`config.mk`:
```
export PLATFORM = sky130hd
export DESIGN_NAME = cache_ctrl
export DESIGN_NICKNAME = d
export VERILOG_FILES = /design/src/rtl/cache_ctrl.sv
export SDC_FILE = /design/constraint.sdc
export NUM_CORES = 1
export LEC_CHECK = 0
export BUFFER_PORTS_ARGS = -buffer_cell sky130_fd_sc_hd__buf_2
export CORE_AREA = 2 2 126 128
export CTS_CLUSTER_DIAMETER = 50
export DETAILED_ROUTE_END_ITERATION = 7
export DIE_AREA = 0 0 128 130
export PLACE_DENSITY = 0.63
export SLEW_MARGIN = 10
export SYNTH_ARGS = -nofsm -noshare
export SYNTH_HDL_FRONTEND = slang
export SYNTH_SLANG_ARGS = --single-unit
```
`constraint.sdc`:
```
create_clock -name clk -period 5 [get_ports clk]
set_clock_uncertainty 0.1 [all_clocks]
set_input_delay 1 -clock clk [delete_from_list [all_inputs] [get_ports clk]]
set_output_delay 1 -clock clk [all_outputs]
set_load 0.005 [all_outputs]
```
`src/rtl/cache_ctrl.sv`:
```
// Direct-mapped cache controller: CPU port <-> cache array <-> word-wide memory bus (cs/we/ack).
// Latency: hits in 0 extra cycles; clean miss = 4 fill acks + 2; dirty miss adds 4 write-back acks.
// Backpressure: stall holds the CPU for a whole miss; memory ack gates every word. Optional stats: CACHE_CTRL_STAT_EN.
module cache_ctrl #(
   parameter int ADDR_BITS        = 32,
   parameter int WORD_BITS        = 32,
   parameter int TAG_BITS         = 22,
   parameter int WORD_BYTES_WIDTH = 2,
   parameter int LINE_WORDS_WIDTH = 2
) (
   input  logic                 clk,
   input  logic                 rst,
   input  logic                 en_r,
   input  logic                 en_w,
   input  logic [ADDR_BITS-1:0] addr_rw,
   input  logic [WORD_BITS-1:0] data_w,
   output logic [WORD_BITS-1:0] data_r,
   output logic                 stall,
   output logic [ADDR_BITS-1:0] cache_addr,
   output logic                 cache_store,
   output logic                 cache_edit,
   output logic                 cache_invalid,
   output logic [WORD_BITS-1:0] cache_din,
   input  logic                 cache_hit,
   input  logic [WORD_BITS-1:0] cache_dout,
   input  logic                 cache_valid,
   input  logic                 cache_dirty,
   input  logic [TAG_BITS-1:0]  cache_tag,
   output logic                 mem_cs_o,
   output logic                 mem_we_o,
   output logic [ADDR_BITS-1:0] mem_addr_o,
   output logic [WORD_BITS-1:0] mem_data_o,
   input  logic [WORD_BITS-1:0] mem_data_i,
   input  logic                 mem_ack_i
`ifdef CACHE_CTRL_STAT_EN
   ,
   output logic [31:0]          hit_cnt,
   output logic [31:0]          miss_cnt
`endif
);

   localparam int OFF_BITS  = WORD_BYTES_WIDTH + LINE_WORDS_WIDTH;
   localparam int LINE_BITS = ADDR_BITS - OFF_BITS;   // tag + index
   localparam int IDX_BITS  = LINE_BITS - TAG_BITS;
   localparam logic [LINE_WORDS_WIDTH-1:0] CNT_ONE = 1;

   typedef enum logic [1:0] {
      S_IDLE = 2'd0,
      S_BACK = 2'd1,
      S_FILL = 2'd2,
      S_DONE = 2'd3
   } state_t;

   state_t                      state, state_nx;
   logic [LINE_WORDS_WIDTH-1:0] cnt, cnt_nx;
   // Only the line part of the missing address is kept; word offset comes from cnt.
   logic [LINE_BITS-1:0]        req_addr, req_addr_nx;
   logic [TAG_BITS-1:0]         victim_tag, victim_tag_nx;
   logic                        req;

   logic [TAG_BITS-1:0]         req_tag;
   logic [IDX_BITS-1:0]         req_idx;

   assign req     = en_r | en_w;
   assign req_tag = req_addr[LINE_BITS-1 -: TAG_BITS];
   assign req_idx = req_addr[IDX_BITS-1:0];
   // Read data is a straight passthrough of the array; it is only meaningful when stall=0.
   assign data_r  = cache_dout;

   // State, word counter and latched miss context.
   always_ff @(posedge clk) begin
      if (rst) begin
         state      <= S_IDLE;
         cnt        <= '0;
         req_addr   <= '0;
         victim_tag <= '0;
      end else begin
         state      <= state_nx;
         cnt        <= cnt_nx;
         req_addr   <= req_addr_nx;
         victim_tag <= victim_tag_nx;
      end
   end

   // Next-state and all array/memory strobes; everything defaults to idle values.
   always_comb begin
      state_nx      = state;
      cnt_nx        = cnt;
      req_addr_nx   = req_addr;
      victim_tag_nx = victim_tag;
      stall         = 1'b0;
      cache_addr    = addr_rw;
      cache_store   = 1'b0;
      cache_edit    = 1'b0;
      cache_invalid = 1'b0;   // reserved for a future flush path
      cache_din     = '0;
      mem_cs_o      = 1'b0;
      mem_we_o      = 1'b0;
      mem_addr_o    = '0;
      mem_data_o    = '0;

      case (state)
         S_IDLE: begin
            if (req) begin
               if (cache_hit) begin
                  if (en_w) begin
                     cache_edit = 1'b1;
                     cache_din  = data_w;
                  end
               end else begin
                  stall         = 1'b1;
                  req_addr_nx   = addr_rw[ADDR_BITS-1:OFF_BITS];
                  victim_tag_nx = cache_tag;
                  cnt_nx        = '0;
                  state_nx      = (cache_valid && cache_dirty) ? S_BACK : S_FILL;
               end
            end
         end

         S_BACK: begin
            stall      = 1'b1;
            cache_addr = {victim_tag, req_idx, cnt, {WORD_BYTES_WIDTH{1'b0}}};
            mem_cs_o   = 1'b1;
            mem_we_o   = 1'b1;
            mem_addr_o = cache_addr;
            mem_data_o = cache_dout;
            if (mem_ack_i) begin
               cnt_nx = cnt + CNT_ONE;
               if (&cnt) begin
                  state_nx = S_FILL;
               end
            end
         end

         S_FILL: begin
            stall      = 1'b1;
            cache_addr = {req_tag, req_idx, cnt, {WORD_BYTES_WIDTH{1'b0}}};
            mem_cs_o   = 1'b1;
            mem_addr_o = cache_addr;
            if (mem_ack_i) begin
               // Store wins over edit for the flags: line ends valid, clean, new tag.
               cache_store = 1'b1;
               cache_edit  = 1'b1;
               cache_din   = mem_data_i;
               cnt_nx      = cnt + CNT_ONE;
               if (&cnt) begin
                  state_nx = S_DONE;
               end
            end
         end

         S_DONE: begin
            // One quiet cycle, then the held request replays in S_IDLE and hits.
            stall      = 1'b1;
            cache_addr = {req_addr, {OFF_BITS{1'b0}}};
            state_nx   = S_IDLE;
         end

         default: begin
            state_nx = S_IDLE;
         end
      endcase
   end

`ifdef CACHE_CTRL_STAT_EN
   logic replay;

   // Hit/miss counters; the hit that replays a just-serviced miss is not counted.
   always_ff @(posedge clk) begin
      if (rst) begin
         hit_cnt  <= '0;
         miss_cnt <= '0;
         replay   <= 1'b0;
      end else begin
         replay <= (state == S_DONE);
         if (state == S_IDLE && req && cache_hit && !replay) begin
            hit_cnt <= hit_cnt + 32'd1;
         end
         if (state == S_IDLE && req && !cache_hit) begin
            miss_cnt <= miss_cnt + 32'd1;
         end
      end
   end
`endif

endmodule

```
==> impl_metrics.toml <==
[run_status]
status = "finished clean"

[synthesis]
syn-cell-area_mm2 = 0.00401
synth.avg_cell_area_um2 = 7.34
syn_inst = 546
yosysUniqueCellTypes = 35
yosysWarnings = 0
synth-seq-cells = 54
ys_seq_area_share_pct = 27.0

[sta]
tightestPinTransition_ns = 1.17
max_freq_mhz = 283
finalCritPeriodShare_pct = 70.8
slew_headroom_pct = 22.1
period_minus_slack_ns = 3.54
slew_violations = 0
setup_viol = 0
hold_violations = 0
rsz0062_at_grt = "no"
fin_setup_tns_ns = 0

[drt]
postRouteAntennaNets = 0
vias = 4917
drt_pass1_iterations = 5
drt_iter0_drc = 342
drt-vias-per-instance = 5.01
post_drt_wl_per_cell_um = 17.4
remaining_drc_errors = 0
finalWirelength_mm = 17.0

[power_and_ir_drop]
power_mw = 2.07
power_density_mw_per_mm2 = 377
p_leak_nw = 2.66
ir_worst_vdd_v = 0.000165

[min_path]
min_to = "victim_tag[17]"
hold_path_depth = 2
hold_class = "reg -> reg"
hp-start = "victim_tag[17]"

[global_route]
grt_max_degree = 66
grt_busiest_layer = "met2"
grt_use_total_pct = 19.0
grt_overflow = 0
grt_pass1_wl_mm = 24.7
use_met2_pct = 31.1
antenna_found_initial = 5
grt_pass1_vias = 4395
use_met3_pct = 4.14
use_met1_pct = 25.6

[critical_path]
worst-r2r-setup-slack_ns = 2.36
critPathMaxFanout = 22
rr_endpoint = "state[1]"
critical_path_class = "reg -> out"
r2r-start = "state[1]"
arrival_ns = 2.44
worstPathRequired_ns = 3.90
start_kind = "register"
reg2reg_depth = 6
cp-end-kind = "primary output"

[die]
core_mm2 = 0.0154
dieArea_mm2 = 0.0166
row_count = 46
ios = 324
die_height_um = 130
fp.dieW_um = 128
start_util_pct = 26.0

[clocking]
hold_buffers = 0
cts_root_buf = "clkbuf_16"
postCtsSetupRepairBufs = 0
cts_resized = 0
clkSlewWorstSetupHoldPaths_ns = 0.07
clockBufferDepth = 2
insertion_delay_ns = 0.30
cts_tree = "done"
cts_htree_levels = 2
cts_sinks = 54
numCtsBuffers = 5

[place]
dp_hpwl_mm = 12.1
gp_congestion = 0.951
portBuffers = 320

[final_layout]
drive_gt1_share_pct = 43.5
fin_nets = 950
area.growth.synth_to_final_pct = 37.1

[flow_run]
cap_violations = 0
-- final cells by class --
type,count,area (um2)
diodes,3,7.51
clock buffers,7,133
fillers,1664,9930
inverters,3,11.3
multi-input cells,395,2370
flip-flops and latches,54,1080
well taps,192,240
repair buffers,327,1650
-- per-layer routing --
metal  wire (um)  vias to the layer above
met3        1170                       23
met1        7710                     2293
met5          22                        -
met4         235                        4
li1            -                     2385
met2        7900                      212
-- cells in the mapped netlist (all sizes together) --
master   number  area, um2
o21bai        2       18.8
o21a          1       7.51
o2bb2ai       2       17.5
and2         43        269
nor4bb        1       10.0
conb          1       3.75
mux2i         3       30.0
o21ai        83        419
nand3        50        250
a22oi        43        323
inv           3       11.3
a21oi        53        265
mux2          1       11.3
clkbuf       31        118
or2           2       12.5
a22o         32        280
buf          65        453
ha            6       75.1
nor3          1       5.00
nor2b        24        150
dfxtp        54       1080
and3          2       17.5
nand3b        1       7.51
nor2          2       7.51
o21ba         1       10.0
nand2        36        135
nand2b        3       18.8
-- cell usage in the layout (no fill, tap or decap), types with 2 or more instances in the layout --
master and count:
mux2i_1 3, diode_2 3, a22oi_1 43, nand2_1 36
ha_1 3, dfxtp_1 54, ha_2 3, nor2_1 2
or2_2 2, inv_1 2, o21ai_0 82, a22o_1 32
o2bb2ai_1 2, clkbuf_1 2, nand2b_1 3, and2_1 43
buf_4 7, nand3_1 50, conb_1 3, buf_2 320
clkbuf_16 5, a21oi_1 53, nor2b_1 24
-- worst max-delay path by stage --
stage,from,cells after the start,end
floorplan,mem_ack_i,4,cache_din[22]
CTS,state[1],6,cache_addr[22]
finish,state[1],6,cache_din[8]
global placement,mem_ack_i,5,cache_din[8]
detailed placement,mem_ack_i,5,cache_din[8]
global route,state[1],6,cache_addr[22]
-- worst max-delay path: stages (launching register included) --
cell and delay [ns]:
dfxtp_1 0.38, buf_4 0.33, ha_1 0.25, and2_1 0.53
buf_4 0.34, a22o_1 0.18, buf_2 0.13
-- report_power, final --
| group | switching (mW) | internal, mW | leakage (nW) | total, mW |
|---|---|---|---|---|
| Combinational | 0.742 | 0.444 | 2.16 | 1.19 |
| Clock | 0.160 | 0.184 | 0.0640 | 0.344 |
| Sequential | 0.0474 | 0.491 | 0.442 | 0.538 |
| Total | 0.950 | 1.12 | 2.66 | 2.07 |
-- logic make-up after synthesis --
| kind of cell | Yosys count | share of synthesized area, % |
|---|---|---|
| other cells | 1 | 0.0936 |
| compound gates | 217 | 33.5 |
| simple gates | 165 | 22.0 |
| fa+ha+maj | 6 | 1.87 |
| flops | 54 | 27.0 |
| mux | 4 | 1.03 |
| buf+inv | 99 | 14.5 |
-- flip-flops by register name, indices dropped and copies added, names as in the netlist --
register,cells
state,2
req_addr,28
victim_tag,22
cnt,2
-- through the flow --
step	instance area [um2]	setup WS, ns	instances	utilization (%)	hold WS (ns)
after global routing	5490	1.26	978	35.6	0.414
after detailed placement	5350	1.67	971	34.7	0.380
after CTS	5490	1.47	978	35.6	0.390
after floorplan	4020	2.26	548	-	0.362
after global placement	5350	1.75	971	34.7	0.376
final	5490	1.46	981	35.6	0.392
Power figures use the tool's default switching activity.
